[src/rtl/mem_access_arbiter_pkg.sv]
// Shared types and constants for the instruction-fetch / data-port memory arbiter.
package mem_arb_pkg;

  typedef enum logic [2:0] {
    IDLE  = 3'd0,
    ISSUE = 3'd1,
    WAIT  = 3'd2,
    RESP  = 3'd3,
    ERR   = 3'd4
  } state_t;

  typedef enum logic {
    OWN_IF = 1'b0,
    OWN_DM = 1'b1
  } owner_t;

  localparam logic [1:0] MASK_BYTE = 2'd0;
  localparam logic [1:0] MASK_HALF = 2'd1;
  localparam logic [1:0] MASK_WORD = 2'd2;

  function automatic logic [31:0] word_addr(input logic [31:0] a);
    return {a[31:2], 2'b00};
  endfunction

endpackage

[src/rtl/mem_access_arbiter_if.sv]
// Bundle of the fetch, data and memory-backend buses seen by the arbiter.
// Every request channel: a transfer happens on a clock edge where valid and ready
// are both high; the requester holds its fields stable while valid is high and ready low.
interface mem_access_arbiter_if;
  logic        if_req_valid;
  logic        if_req_ready;
  logic [31:0] if_addr;
  logic        if_resp_valid;
  logic [31:0] if_resp_data;

  logic        dm_req_valid;
  logic        dm_req_ready;
  logic [31:0] dm_addr;
  logic [31:0] dm_wdata;
  logic        dm_write;
  logic [1:0]  dm_maskmode;
  logic        dm_sext;
  logic        dm_resp_valid;
  logic [31:0] dm_resp_data;
  logic        dm_resp_err;

  logic        mem_req_valid;
  logic        mem_req_ready;
  logic [31:0] mem_addr;
  logic [31:0] mem_wdata;
  logic [3:0]  mem_wstrb;
  logic        mem_write;
  logic        mem_resp_valid;
  logic [31:0] mem_resp_data;

  modport slave (
    input  if_req_valid, if_addr,
    input  dm_req_valid, dm_addr, dm_wdata, dm_write, dm_maskmode, dm_sext,
    input  mem_req_ready, mem_resp_valid, mem_resp_data,
    output if_req_ready, if_resp_valid, if_resp_data,
    output dm_req_ready, dm_resp_valid, dm_resp_data, dm_resp_err,
    output mem_req_valid, mem_addr, mem_wdata, mem_wstrb, mem_write
  );

  modport master (
    output if_req_valid, if_addr,
    output dm_req_valid, dm_addr, dm_wdata, dm_write, dm_maskmode, dm_sext,
    output mem_req_ready, mem_resp_valid, mem_resp_data,
    input  if_req_ready, if_resp_valid, if_resp_data,
    input  dm_req_ready, dm_resp_valid, dm_resp_data, dm_resp_err,
    input  mem_req_valid, mem_addr, mem_wdata, mem_wstrb, mem_write
  );
endinterface

[src/rtl/mem_access_arbiter_lane_align.sv]
// Combinational byte-lane logic: store strobe/data steering, alignment check,
// and load extract with sign/zero extension.
module mem_lane_align
  import mem_arb_pkg::*;
(
  input  logic [1:0]  i_st_off,
  input  logic [1:0]  i_st_mask,
  input  logic [31:0] i_st_wdata,
  output logic [3:0]  o_st_wstrb,
  output logic [31:0] o_st_wdata,
  output logic        o_misalign,
  input  logic [1:0]  i_ld_off,
  input  logic [1:0]  i_ld_mask,
  input  logic        i_ld_sext,
  input  logic [31:0] i_ld_word,
  output logic [31:0] o_ld_data
);

  logic [31:0] w_shifted;

  always_comb begin
    o_st_wstrb = 4'h0;
    o_st_wdata = 32'h0;
    o_misalign = 1'b0;
    case (i_st_mask)
      MASK_BYTE: begin
        o_st_wstrb = 4'b0001 << i_st_off;
        o_st_wdata = {4{i_st_wdata[7:0]}};
      end
      MASK_HALF: begin
        o_st_wstrb = 4'b0011 << i_st_off;
        o_st_wdata = {2{i_st_wdata[15:0]}};
        o_misalign = i_st_off[0];
      end
      MASK_WORD: begin
        o_st_wstrb = 4'hF;
        o_st_wdata = i_st_wdata;
        o_misalign = |i_st_off;
      end
      default: o_misalign = 1'b1;
    endcase
  end

  always_comb begin
    w_shifted = i_ld_word >> {i_ld_off, 3'b000};
    o_ld_data = w_shifted;
    case (i_ld_mask)
      MASK_BYTE: o_ld_data = {{24{i_ld_sext & w_shifted[7]}}, w_shifted[7:0]};
      MASK_HALF: o_ld_data = {{16{i_ld_sext & w_shifted[15]}}, w_shifted[15:0]};
      default:   o_ld_data = w_shifted;
    endcase
  end

endmodule

[src/rtl/mem_access_arbiter.sv]
// Arbiter sharing one memory backend between fetch and data ports, one transaction at a time.
// Optional WAIT timeout enabled by defining MEM_ARB_TIMEOUT_EN.
module mem_access_arbiter
  import mem_arb_pkg::*;
#(
  parameter int MAX_DATA_STREAK = 4
`ifdef MEM_ARB_TIMEOUT_EN
  , parameter int TIMEOUT_CYCLES = 64
`endif
) (
  input  logic                  clk,
  input  logic                  reset,
  mem_access_arbiter_if.slave   bus,
  output state_t                o_dbg_state
);

  localparam int SW = $clog2(MAX_DATA_STREAK + 1);

  state_t      r_state, w_next;
  owner_t      r_owner;
  logic [31:0] r_addr, r_wdata, r_rdata;
  logic [3:0]  r_wstrb;
  logic        r_write, r_sext, r_err;
  logic [1:0]  r_off, r_mask;
  logic [SW-1:0] r_streak;

  logic        w_grant_dm, w_grant_if, w_hs_dm, w_hs_if, w_misalign, w_timeout, w_dm_resp;
  logic [3:0]  w_st_wstrb;
  logic [31:0] w_st_wdata, w_ld_data;

  mem_lane_align u_align (
    .i_st_off   (bus.dm_addr[1:0]),
    .i_st_mask  (bus.dm_maskmode),
    .i_st_wdata (bus.dm_wdata),
    .o_st_wstrb (w_st_wstrb),
    .o_st_wdata (w_st_wdata),
    .o_misalign (w_misalign),
    .i_ld_off   (r_off),
    .i_ld_mask  (r_mask),
    .i_ld_sext  (r_sext),
    .i_ld_word  (bus.mem_resp_data),
    .o_ld_data  (w_ld_data)
  );

  // Data wins contention until it has taken MAX_DATA_STREAK grants in a row over a waiting fetch.
  assign w_grant_dm = bus.dm_req_valid & (~bus.if_req_valid | (r_streak != SW'(MAX_DATA_STREAK)));
  assign w_grant_if = bus.if_req_valid & ~w_grant_dm;
  assign bus.if_req_ready = (r_state == IDLE) & w_grant_if & ~reset;
  assign bus.dm_req_ready = (r_state == IDLE) & w_grant_dm & ~reset;
  assign w_hs_if = bus.if_req_valid & bus.if_req_ready;
  assign w_hs_dm = bus.dm_req_valid & bus.dm_req_ready;

`ifdef MEM_ARB_TIMEOUT_EN
  logic [31:0] r_wait_cnt;
  assign w_timeout = (r_state == WAIT) & ~bus.mem_resp_valid &
                     (r_wait_cnt == 32'(TIMEOUT_CYCLES - 1));
  always_ff @(posedge clk or posedge reset) begin
    if (reset)                r_wait_cnt <= 32'd0;
    else if (r_state != WAIT) r_wait_cnt <= 32'd0;
    else                      r_wait_cnt <= r_wait_cnt + 32'd1;
  end
`else
  assign w_timeout = 1'b0;
`endif

  always_ff @(posedge clk or posedge reset) begin
    if (reset) r_state <= IDLE;
    else       r_state <= w_next;
  end

  always_comb begin
    w_next = r_state;
    case (r_state)
      IDLE: begin
        if (w_hs_dm)      w_next = w_misalign ? ERR : ISSUE;
        else if (w_hs_if) w_next = ISSUE;
      end
      ISSUE:   if (bus.mem_req_ready) w_next = WAIT;
      WAIT:    if (bus.mem_resp_valid | w_timeout) w_next = RESP;
      RESP:    w_next = IDLE;
      ERR:     w_next = IDLE;
      default: w_next = IDLE;
    endcase
  end

  always_ff @(posedge clk or posedge reset) begin
    if (reset) begin
      r_owner  <= OWN_IF;
      r_addr   <= 32'h0;
      r_wdata  <= 32'h0;
      r_wstrb  <= 4'h0;
      r_write  <= 1'b0;
      r_off    <= 2'd0;
      r_mask   <= 2'd0;
      r_sext   <= 1'b0;
      r_rdata  <= 32'h0;
      r_err    <= 1'b0;
      r_streak <= '0;
    end else begin
      if (w_hs_if) begin
        r_owner  <= OWN_IF;
        r_addr   <= bus.if_addr & 32'hFFFF_FFFC;
        r_wdata  <= 32'h0;
        r_wstrb  <= 4'h0;
        r_write  <= 1'b0;
        r_off    <= 2'd0;
        r_mask   <= MASK_WORD;
        r_sext   <= 1'b0;
        r_err    <= 1'b0;
        r_streak <= '0;
      end
      if (w_hs_dm) begin
        r_owner <= OWN_DM;
        r_addr  <= word_addr(bus.dm_addr);
        r_wdata <= bus.dm_write ? w_st_wdata : 32'h0;
        r_wstrb <= bus.dm_write ? w_st_wstrb : 4'h0;
        r_write <= bus.dm_write;
        r_off   <= bus.dm_addr[1:0];
        r_mask  <= bus.dm_maskmode;
        r_sext  <= bus.dm_sext;
        r_err   <= 1'b0;
        if (bus.if_req_valid && (r_streak != SW'(MAX_DATA_STREAK)))
          r_streak <= r_streak + SW'(1);
      end
      if (r_state == WAIT) begin
        if (bus.mem_resp_valid) begin
          r_rdata <= r_write ? 32'h0 : w_ld_data;
          r_err   <= 1'b0;
        end else if (w_timeout) begin
          r_rdata <= 32'h0;
          r_err   <= 1'b1;
        end
      end
    end
  end

  assign w_dm_resp         = (r_state == RESP) & (r_owner == OWN_DM);
  assign bus.mem_req_valid = (r_state == ISSUE);
  assign bus.mem_addr      = r_addr;
  assign bus.mem_wdata     = r_wdata;
  assign bus.mem_wstrb     = r_wstrb;
  assign bus.mem_write     = r_write;
  assign bus.if_resp_valid = (r_state == RESP) & (r_owner == OWN_IF);
  assign bus.if_resp_data  = bus.if_resp_valid ? r_rdata : 32'h0;
  assign bus.dm_resp_valid = w_dm_resp | (r_state == ERR);
  assign bus.dm_resp_err   = (r_state == ERR) | (w_dm_resp & r_err);
  assign bus.dm_resp_data  = w_dm_resp ? r_rdata : 32'h0;
  assign o_dbg_state       = r_state;

endmodule

[src/flat_wrapper.sv]
// flat-port wrapper written by rule: the top's interface ports become plain ports
module mem_access_arbiter_flat import mem_arb_pkg::*;
#(
  parameter int MAX_DATA_STREAK = 4

)
  (clk, reset, o_dbg_state, bus_if_req_valid, bus_if_addr, bus_dm_req_valid, bus_dm_addr, bus_dm_wdata, bus_dm_write, bus_dm_maskmode, bus_dm_sext, bus_mem_req_ready, bus_mem_resp_valid, bus_mem_resp_data, bus_if_req_ready, bus_if_resp_valid, bus_if_resp_data, bus_dm_req_ready, bus_dm_resp_valid, bus_dm_resp_data, bus_dm_resp_err, bus_mem_req_valid, bus_mem_addr, bus_mem_wdata, bus_mem_wstrb, bus_mem_write);
  mem_access_arbiter_if bus_i ();
  input  logic clk;
  input  logic reset;
  output state_t o_dbg_state;
  input wire logic [$bits(bus_i.if_req_valid)-1:0] bus_if_req_valid;
  input wire logic [$bits(bus_i.if_addr)-1:0] bus_if_addr;
  input wire logic [$bits(bus_i.dm_req_valid)-1:0] bus_dm_req_valid;
  input wire logic [$bits(bus_i.dm_addr)-1:0] bus_dm_addr;
  input wire logic [$bits(bus_i.dm_wdata)-1:0] bus_dm_wdata;
  input wire logic [$bits(bus_i.dm_write)-1:0] bus_dm_write;
  input wire logic [$bits(bus_i.dm_maskmode)-1:0] bus_dm_maskmode;
  input wire logic [$bits(bus_i.dm_sext)-1:0] bus_dm_sext;
  input wire logic [$bits(bus_i.mem_req_ready)-1:0] bus_mem_req_ready;
  input wire logic [$bits(bus_i.mem_resp_valid)-1:0] bus_mem_resp_valid;
  input wire logic [$bits(bus_i.mem_resp_data)-1:0] bus_mem_resp_data;
  output wire logic [$bits(bus_i.if_req_ready)-1:0] bus_if_req_ready;
  output wire logic [$bits(bus_i.if_resp_valid)-1:0] bus_if_resp_valid;
  output wire logic [$bits(bus_i.if_resp_data)-1:0] bus_if_resp_data;
  output wire logic [$bits(bus_i.dm_req_ready)-1:0] bus_dm_req_ready;
  output wire logic [$bits(bus_i.dm_resp_valid)-1:0] bus_dm_resp_valid;
  output wire logic [$bits(bus_i.dm_resp_data)-1:0] bus_dm_resp_data;
  output wire logic [$bits(bus_i.dm_resp_err)-1:0] bus_dm_resp_err;
  output wire logic [$bits(bus_i.mem_req_valid)-1:0] bus_mem_req_valid;
  output wire logic [$bits(bus_i.mem_addr)-1:0] bus_mem_addr;
  output wire logic [$bits(bus_i.mem_wdata)-1:0] bus_mem_wdata;
  output wire logic [$bits(bus_i.mem_wstrb)-1:0] bus_mem_wstrb;
  output wire logic [$bits(bus_i.mem_write)-1:0] bus_mem_write;
  assign bus_i.if_req_valid = bus_if_req_valid;
  assign bus_i.if_addr = bus_if_addr;
  assign bus_i.dm_req_valid = bus_dm_req_valid;
  assign bus_i.dm_addr = bus_dm_addr;
  assign bus_i.dm_wdata = bus_dm_wdata;
  assign bus_i.dm_write = bus_dm_write;
  assign bus_i.dm_maskmode = bus_dm_maskmode;
  assign bus_i.dm_sext = bus_dm_sext;
  assign bus_i.mem_req_ready = bus_mem_req_ready;
  assign bus_i.mem_resp_valid = bus_mem_resp_valid;
  assign bus_i.mem_resp_data = bus_mem_resp_data;
  assign bus_if_req_ready = bus_i.if_req_ready;
  assign bus_if_resp_valid = bus_i.if_resp_valid;
  assign bus_if_resp_data = bus_i.if_resp_data;
  assign bus_dm_req_ready = bus_i.dm_req_ready;
  assign bus_dm_resp_valid = bus_i.dm_resp_valid;
  assign bus_dm_resp_data = bus_i.dm_resp_data;
  assign bus_dm_resp_err = bus_i.dm_resp_err;
  assign bus_mem_req_valid = bus_i.mem_req_valid;
  assign bus_mem_addr = bus_i.mem_addr;
  assign bus_mem_wdata = bus_i.mem_wdata;
  assign bus_mem_wstrb = bus_i.mem_wstrb;
  assign bus_mem_write = bus_i.mem_write;
  mem_access_arbiter #(.MAX_DATA_STREAK(MAX_DATA_STREAK)) u_core (.clk(clk), .reset(reset), .bus(bus_i), .o_dbg_state(o_dbg_state));
endmodule
[config.mk]
export PLATFORM = sky130hd
export DESIGN_NAME = mem_access_arbiter_flat
export DESIGN_NICKNAME = d
export VERILOG_FILES = /design/src/rtl/mem_access_arbiter_pkg.sv /design/src/rtl/mem_access_arbiter_if.sv /design/src/rtl/mem_access_arbiter_lane_align.sv /design/src/rtl/mem_access_arbiter.sv /design/src/flat_wrapper.sv
export SDC_FILE = /design/constraint.sdc
export NUM_CORES = 1
export LEC_CHECK = 0
export BUFFER_PORTS_ARGS = -buffer_cell sky130_fd_sc_hd__buf_2
export CAP_MARGIN = 20
export CORE_MARGIN = 8
export CORE_UTILIZATION = 43
export CTS_CLUSTER_SIZE = 20
export DETAILED_ROUTE_END_ITERATION = 16
export PLACE_DENSITY = 0.77
export SETUP_SLACK_MARGIN = 0.3
export SYNTH_ARGS = -nofsm -noshare
export SYNTH_HDL_FRONTEND = slang
export SYNTH_SLANG_ARGS = --single-unit
[constraint.sdc]
create_clock -name clk -period 5.3 [get_ports clk]
set_input_delay 1.06 -clock clk [delete_from_list [all_inputs] [get_ports clk]]
set_output_delay 1.06 -clock clk [all_outputs]
set_load 0.02 [all_outputs]
### After elaboration in Yosys (flattened, before gate mapping)

Index checks and enable logic that the tools add are counted.

* add/sub/neg operators: 1
* $mul: 0
* divide/modulo/power cells: 0
* magnitude comparators: 0
* eq/ne operators: 11
* shifts and indexed selects: 3
* multiplexer cells: 36
* bitwise logic cells: 20
* reduce and logical (&&, ||, !) cells: 8

Operators with widths (number)
* two-way mux 32 bit: 8
* case mux 32 bit (3 select lines): 1
* case mux 32 bit (2 select lines): 1
* >> shifter 32 x 5 -> 32 bit: 1
* two-way mux 3 bit: 8
* AND 1 bit: 13
* two-way mux 4 bit: 3
* case mux 4 bit (3 select lines): 1
* case mux 3 bit (3 select lines): 1
* two-way mux 1 bit: 8
* two-way mux 2 bit: 4
* equality test 3 x 2 -> 1 bit (second input constant): 2
* equality test 2 x 1 -> 1 bit (second input constant): 2
* zero test 2 bit: 2
* inequality test 2 bit (second input constant): 2
* inverter 1 bit: 4
* left shift 1 x 2 -> 4 bit (first input constant): 1
* left shift 2 x 2 -> 4 bit (first input constant): 1
* adder 3 x 1 -> 3 bit (second input constant): 1
* equality test 3 x 1 -> 1 bit (second input constant): 1
* equality test 3 bit (second input constant): 1
* zero test 3 bit: 1
* inequality test 3 x 1 -> 1 bit (second input constant): 1
* inequality test 3 bit (second input constant): 1
* 8 further kinds: 10

* bits in registers: 114
* latch bits: 0
* memory bits (writable): 0
* memory bits (read-only): 0
* input bits: 138
* output and inout port bits: 142
* memories: 0

### Longest topological paths before layout

Gate-level depths: netlist of the first run.

* depth after elaboration: 12
* gate-level depth with buffers: 8

### Hierarchy

A second synthesis of the first run with hierarchy kept.

* cell total of the unflattened synthesis: 715
* area total of the unflattened synthesis: 6538.8 um2

By module, submodules not included
* mem_access_arbiter: instances 1, cells each 524, area an instance 5236.3 um2, seq. area each 2802.7 um2
* mem_lane_align: instances 1, cells each 191, area an instance 1302.5 um2, seq. area each 0.0 um2

### Worst setup path before layout of the first run

OpenSTA, ideal clock, no wires.

* path type: input to output
* from: input reset
* to: output bus_dm_req_ready
* data arrival time: 4606 ps
* data required time: 4240 ps
* slack: -366 ps
* stages: 3
* cell sequence: inv_1 > nand2_1 > nor3_1

* cells in the longest elaborated chain, start to end: 2

Ends and longest elaborated chain
* start: declaration: line flat_wrapper.sv:10 `input logic reset;`
* inverter 1 bit: line mem_access_arbiter.sv:49 `assign bus.dm_req_ready = (r_state == IDLE) & w_grant_dm & ~reset;`
* AND 1 bit: line mem_access_arbiter.sv:49
* end: declaration: line flat_wrapper.sv:26 `output wire logic [$bits(bus_i.dm_req_ready)-1:0] bus_dm_req_ready;`

No other way between the ends.

### Final worst setup path of the first run

* from: input bus_if_req_valid
* to: output bus_dm_req_ready

* cells in the longest elaborated chain, start to end: 5

Ends and longest elaborated chain
* start: declaration: line flat_wrapper.sv:12 `input wire logic [$bits(bus_i.if_req_valid)-1:0] bus_if_req_valid;`
* inverter 1 bit: line mem_access_arbiter.sv:46 `assign w_grant_dm = bus.dm_req_valid & (~bus.if_req_valid | (r_streak != SW'(MAX_DATA_STREAK)));`
* bitwise OR 1 bit: line mem_access_arbiter.sv:46
* AND 1 bit: line mem_access_arbiter.sv:46
* AND 1 bit (2 in a row): line mem_access_arbiter.sv:49

No other way between the ends.

==> out/metrics.csv, run 1 <==
stage,metric,value,unit
outcome,outcome,"complete, no violations",
timing,finalSetupViolations,0,
route,drtPass1Iterations,4,
timing,setup_tns,0,ns
critical_path,crit_required,4.24,ns
timing,relSlewSlack,36.3,%
cells_and_area,fin_nets,1016,
placement,place_congestion,0.782,
power,leakage,4.07,nW
cells_and_area,syn_to_final_growth,29.5,%
yosys,synth_seq_cells,112,
yosys,yosys-top-cells-count,"dfrtp_1 (112), and2_1 (64), a21oi_1 (57)",
global_routing,overflow,0,
route,drc,0,
power,p_per_area,466,mW/mm^2
route,num_vias,5561,
yosys,synth_top_area_share,46.1,%
timing,holdWs,0.480,ns
run,drv_cap,0,
critical_path,path_class,input pin to primary output,
route,via_per_inst,5.24,
critical_path,crit_path_max_incr_delay,0.57,ns
global_routing,grt_max_degree,69,
cells_and_area,drive_above_1_share,37.8,%
floorplanning,die_h,135,um
yosys,yosysMostFrequentCell,dfrtp_1,
route,ant_nets,0,
critical_path,cp.arrival,2.55,ns
cts,cts_hold_buf,0,
cts,insertion_delay,0.35,ns
global_routing,grt_usage,20.6,%
placement,port_buffers,275,
yosys,ys_types,45,
placement,place_area,0.00753,mm^2
floorplanning,rows,43,
timing,period_needed,3.61,ns
floorplanning,start_util,43.9,%
cts,cts_resized,0,
global_routing,antenna_found_initial,0,
floorplanning,die-width,135,um
critical_path,slowest_stage,nor3_1,
cts,post_cts_buffers,0,
yosys,synth_area_leaders,"dfrtp_1 (46%), mux2i_1 (8.9%), and2_1 (6.6%)",
yosys,ys_seq_area_share,46.1,%
timing,fmax,277,MHz
yosys,postSynthAreaPerCell,9.64,um^2
cts,clk_pin_slew,0.08,ns
cells_and_area,fin_cells,1061,
yosys,yosys_warnings,0,
critical_path,cp-start-kind,input pin,
cts,cts.htree.levels,3,
cts,tritoncts,done,
power,fin_total_pwr,0.00366,W
global_routing,grt_pass1_wl,29.9,mm
floorplanning,io_pins,280,
route,wl,19.0,mm
cells_and_area,design_area,0.00786,mm^2
yosys,synth-edff-count,0,
cts,root_buffer,clkbuf_16,
min_path,min_path_type,flip-flop to flip-flop,
timing,tightestPinTransition,0.956,ns
floorplanning,dieArea,0.0182,mm^2
route,wire_per_inst,17.9,um
timing,finClkSkew,0.00638,ns
global_routing,grt_pass1_vias,5638,
critical_path,crit_top_cell,buf_2,
timing,final_hold_viol_count,0,
placement,dp_hpwl,14.3,mm
critical_path,critPathMaxFanout,35,
yosys,synth_area,0.00607,mm^2
cts,cts_buffers,9,
timing,rsz0062_at_grt,no,
placement,dpl.cell_count,1043,
yosys,synthFlopType,dfrtp_1,
power,max-vdd-ir-drop,0.214,mV
route,drtIter0Drc,328,
yosys,async_flop_share,100,%
critical_path,end_kind,primary output,
critical_path,worstPathCellList,buf_2 -> nand3_1 -> nand2_2 -> nor3_1 -> buf_2,
yosys,yosysTopAreaCell,dfrtp_1,
cells_and_area,diodes,0,
timing,fin_crit_sh,68.1,%
floorplanning,core_area,0.0138,mm^2
timing,slew_violations,0,
yosys,syn_inst,630,
cts,clkSinkCount,112,
cts,cts_buffer_depth,2,
==> per-stage QoR <==
step	utilization (%)	setup slack [ns]
finish	56.9	1.69
global route	56.9	1.55
CTS	56.5	1.63
detailed placement	54.5	1.63
global placement	54.5	1.65
floorplan	-	0.927
==> placed cells by master (no fill, tap or decap), drive strengths merged, types with 11 or more instances in the layout <==
cell type / count
nand2: 51
mux2i: 54
a22o: 24
dfrtp: 112
buf: 288
o21ai: 53
and2: 64
a21oi: 58
nor2: 46
nand2b: 32
a221o: 16
clkbuf: 11
==> sequential cells by signal, indices dropped and copies added, names as in the netlist <==
| register | cells |
|---|---|
| u_core.bus.mem_addr | 30 |
| u_core.bus.mem_wdata | 32 |
| u_core.bus.mem_write | 1 |
| u_core.bus.mem_wstrb | 4 |
| u_core.o_dbg_state | 3 |
| u_core.r_err | 1 |
| u_core.r_mask | 2 |
| u_core.r_off | 2 |
| u_core.r_owner | 1 |
| u_core.r_rdata | 32 |
| u_core.r_sext | 1 |
| u_core.r_streak | 3 |
==> worst max-delay path, delay by kind of cell <==
family                 cells  cell delay, ns
buffers and inverters      2            0.62
and+or+nand+nor            3            0.86
==> worst paths after layout <==
path / slack, ns / cells past startpoint / from / end
max: 1.69 / 5 / bus_if_req_valid / bus_dm_req_ready
min: 0.48 / 2 / u_core.bus.mem_wdata[12] / u_core.bus.mem_wdata[12]
max reg2reg: 2.43 / 4 / u_core.o_dbg_state[2] / u_core.r_rdata[23]
min reg2reg: 0.48 / 2 / u_core.bus.mem_wdata[12] / u_core.bus.mem_wdata[12]
max in group asynchronous: 3.07 / 4 / reset / u_core.o_dbg_state[1]
min in group asynchronous: 0.91 / 3 / reset / u_core.bus.mem_addr[17]
==> layer usage <==
metal	up-vias	global-route usage, %	wire length [um]
li1	2691	-	-
met1	2650	24.7	7900
met2	201	35.0	9270
met3	19	5.42	1490
met4	0	6.67	320
met5	-	0	0
==> cells by family (layout without fill, tap and decap cells) <==
group	after synthesis	in the layout	share of synthesized area [%]
AND/OR/NAND/NOR	224	224	19.9
AO/OA/AOI/OAI	170	170	18.2
flip-flops	112	112	46.1
other	1	2	0.0617
buffers and inverters	58	308	4.49
multiplexers	63	63	10.8
adder cells (fa/ha/maj)	2	2	0.412
==> area by class of cell <==
cell class                 instances  area, um^2
timing repair buffer             288        1510
sequential                       112        2800
tap                              180         225
inverter                           4        18.8
clock inverter                     5        41.3
multi-input combinational        461        3030
clock buffer                      11         243
fill                            1252        5960
==> power breakdown <==
part	internal [W]	switching (W)
sequential	0.00118	0.000241
clock	0.000337	0.000323
combinational	0.000624	0.000955
No activity file was read; power rests on OpenSTA's default activity.
==> run 2: changes to the inputs <==
Settings changed: CORE_UTILIZATION 43 to 48, PLACE_DENSITY 0.77 to 0.82.
Clock period 5.3 ns to 3.7 ns, I/O delays scaled along.
==> run 2 against run 1 <==
  * Core utilization increased by 6.1 points
  * Sequential power grew 43%
  * Sequential share of layout area up 0.074 points
  * Routed wire length down 0.44%
  * Cell count down 0.47%
  * Clock power increased by 45%
  * Die area decreased by 9.2%
  * Via count about the same
  * Largest cell class unchanged
==> out/metrics.csv, run 2 (same netlist as run 1, synthesis figures left out) <==
stage,metric,value,unit,change
timing,fin_crit_sh,75.6,%,
route,num_vias,5564,,+0.054%
floorplanning,rows,41,,-4.7%
route,drc,0,,unchanged
cts,root_buffer,clkbuf_16,,
placement,dp_hpwl,14.4,mm,+0.60%
floorplanning,die-width,128,um,-4.7%
timing,relSlewSlack,41.1,%,+4.8 points
min_path,worstHoldPathCells,2,,unchanged
cts,cts_resized,0,,unchanged
timing,tightestPinTransition,0.881,ns,-0.0751 ns
route,wl,18.9,mm,-0.44%
cts,clk_pin_slew,0.07,ns,about the same
critical_path,rr_worst_depth,6,,+2
cts,insertion_delay,0.34,ns,about the same
global_routing,overflow,0,,unchanged
timing,setup_tns,0,ns,unchanged
run,drv_cap,0,,unchanged
timing,rsz0062_at_grt,no,,
power,leakage,4.08,nW,+0.13%
route,drtPass1Iterations,4,,unchanged
cells_and_area,syn_to_final_growth,29.2,%,
min_path,hold_end,u_core.bus.mem_wdata[10],,
critical_path,cp_num_buf_inv,1,,-1
cts,cts_hold_buf,0,,unchanged
critical_path,cp.arrival,2.06,ns,-0.49 ns
cts,post_cts_buffers,0,,unchanged
timing,setup_slack,0.904,ns,-0.789 ns
min_path,worstHoldStart,u_core.bus.mem_wdata[10],,
cells_and_area,final_util,62.9,%,+6.1 points
timing,final_hold_viol_count,0,,unchanged
min_path,min_path_type,flip-flop to flip-flop,,
critical_path,crit_required,2.96,ns,-1.28 ns
cells_and_area,final_common_cell,buf_2,,
cells_and_area,fin_nets,1018,,+0.20%
timing,holdWs,0.481,ns,+0.000393 ns
global_routing,grt_pass1_vias,5635,,-0.053%
timing,period_needed,2.80,ns,
placement,post-place-ws,0.914,ns,-0.720 ns
critical_path,r2r_start,u_core.o_dbg_state[2],,
critical_path,crit_family,simple AND/OR/NAND/NOR gates,,
floorplanning,io_pins,280,,unchanged
placement,port_buffers,275,,unchanged
critical_path,critPathMaxFanout,10,,-71%
timing,finClkSkew,0.00442,ns,-0.00196 ns
critical_path,worstPathCellList,nor2_1 -> nand2_1 -> nor3_2 -> buf_2,,
cts,tritoncts,done,,
floorplanning,die_h,128,um,-4.7%
cells_and_area,drive_above_1_share,38.2,%,+0.37 points
cells_and_area,final_cell_mix,"buf_2 (275), dfrtp_1 (112), and2_1 (64)",,
floorplanning,start_util,48.7,%,+4.8 points
cts,cts.htree.levels,3,,unchanged
critical_path,worst-r2r-setup-slack,1.35,ns,-1.08 ns
critical_path,crit_path_max_incr_delay,0.53,ns,-0.04 ns
power,fin_total_pwr,0.00524,W,+43%
route,wire_per_inst,17.9,um,about the same
route,drtIter0Drc,385,,+17%
power,p_per_area,668,mW/mm^2,+43%
global_routing,grt_pass1_wl,29.5,mm,-1.4%
critical_path,r2r-end,u_core.bus.mem_wdata[0],,
critical_path,end_kind,primary output,,
critical_path,slowest_stage,dfrtp_1,,
cts,cts_buffers,9,,unchanged
global_routing,grt_usage,22.3,%,+1.8 points
outcome,outcome,"complete, no violations",,
global_routing,antenna_found_initial,0,,unchanged
power,max-vdd-ir-drop,0.337,mV,+58%
critical_path,cp-start-kind,flip-flop,,
critical_path,path_class,flip-flop to primary output,,
global_routing,grt_max_degree,68,,-1.4%
timing,slew_violations,0,,unchanged
cts,clkSinkCount,112,,unchanged
timing,fmax,358,MHz,
floorplanning,dieArea,0.0165,mm^2,-9.2%
route,ant_nets,0,,unchanged
route,via_per_inst,5.27,,+0.53%
cts,cts_buffer_depth,2,,unchanged
floorplanning,core_area,0.0125,mm^2,-9.8%
timing,finalSetupViolations,0,,unchanged
placement,place_congestion,0.822,,+5.0%
-- run 2: changes by cell type in the layout (fill, tap and decap cells not counted) --
cell	before	now
diode_2	0	1
bufinv_16	0	1
inv_8	1	0
clkinv_4	2	0
nor3_1	4	3
clkinv_2	1	5
buf_12	1	0
buf_4	11	15
buf_16	1	0
nor3_2	1	2
clkbuf_8	1	0
clkbuf_1	1	0
-- run 2: layout make-up --
type | count | area [um^2]
Antenna cell | 1 | 2.50
Clock buffer | 9 | 225
Clock inverter | 7 | 62.6
Fill cell | 1133 | 4620
Inverter | 4 | 18.8
Multi-Input combinational cell | 461 | 3030
Sequential cell | 112 | 2800
Tap cell | 172 | 215
Timing Repair Buffer | 290 | 1490
-- run 2: how the worst max path moves through the flow --
stage	from	to	slack [ns]	cells after the start
5_1_grt	u_core.o_dbg_state[1]	bus_dm_req_ready	0.77	4
3_3_place_gp	bus_if_req_valid	bus_dm_req_ready	0.91	5
2_1_floorplan	reset	bus_dm_req_ready	0.1	3
6_report	u_core.o_dbg_state[1]	bus_dm_req_ready	0.90	4
4_1_cts	u_core.o_dbg_state[1]	bus_dm_req_ready	0.90	4
3_5_place_dp	bus_if_req_valid	bus_dm_req_ready	0.91	5
-- run 2: worst min-delay path: stages, from the launching register on --
cell     delay (ns)
dfrtp_1        0.34
nand2_1        0.04
o21ai_0        0.06
-- run 2: metrics by stage --
step / cell area, um^2 / instances
finish: 7850 / 1056
global route: 7840 / 1055
CTS: 7840 / 1055
detailed placement: 7560 / 1039
global placement: 7560 / 1039
floorplan: 6090 / 631
-- run 2: routing by layer --
layer	GRT usage, %	routed length [um]	up-vias
met2	37.4	9190	211
met5	0	0	-
li1	-	-	2689
met1	27.6	7830	2639
met4	7.62	440	0
met3	5.42	1430	25
-- run 2: report_power, final --
part	switching [W]	internal (W)	total (W)	leakage, nW
combinational	0.00137	0.000873	0.00225	2.52
sequential	0.000340	0.00169	0.00203	1.42
clock	0.000440	0.000520	0.000960	0.145
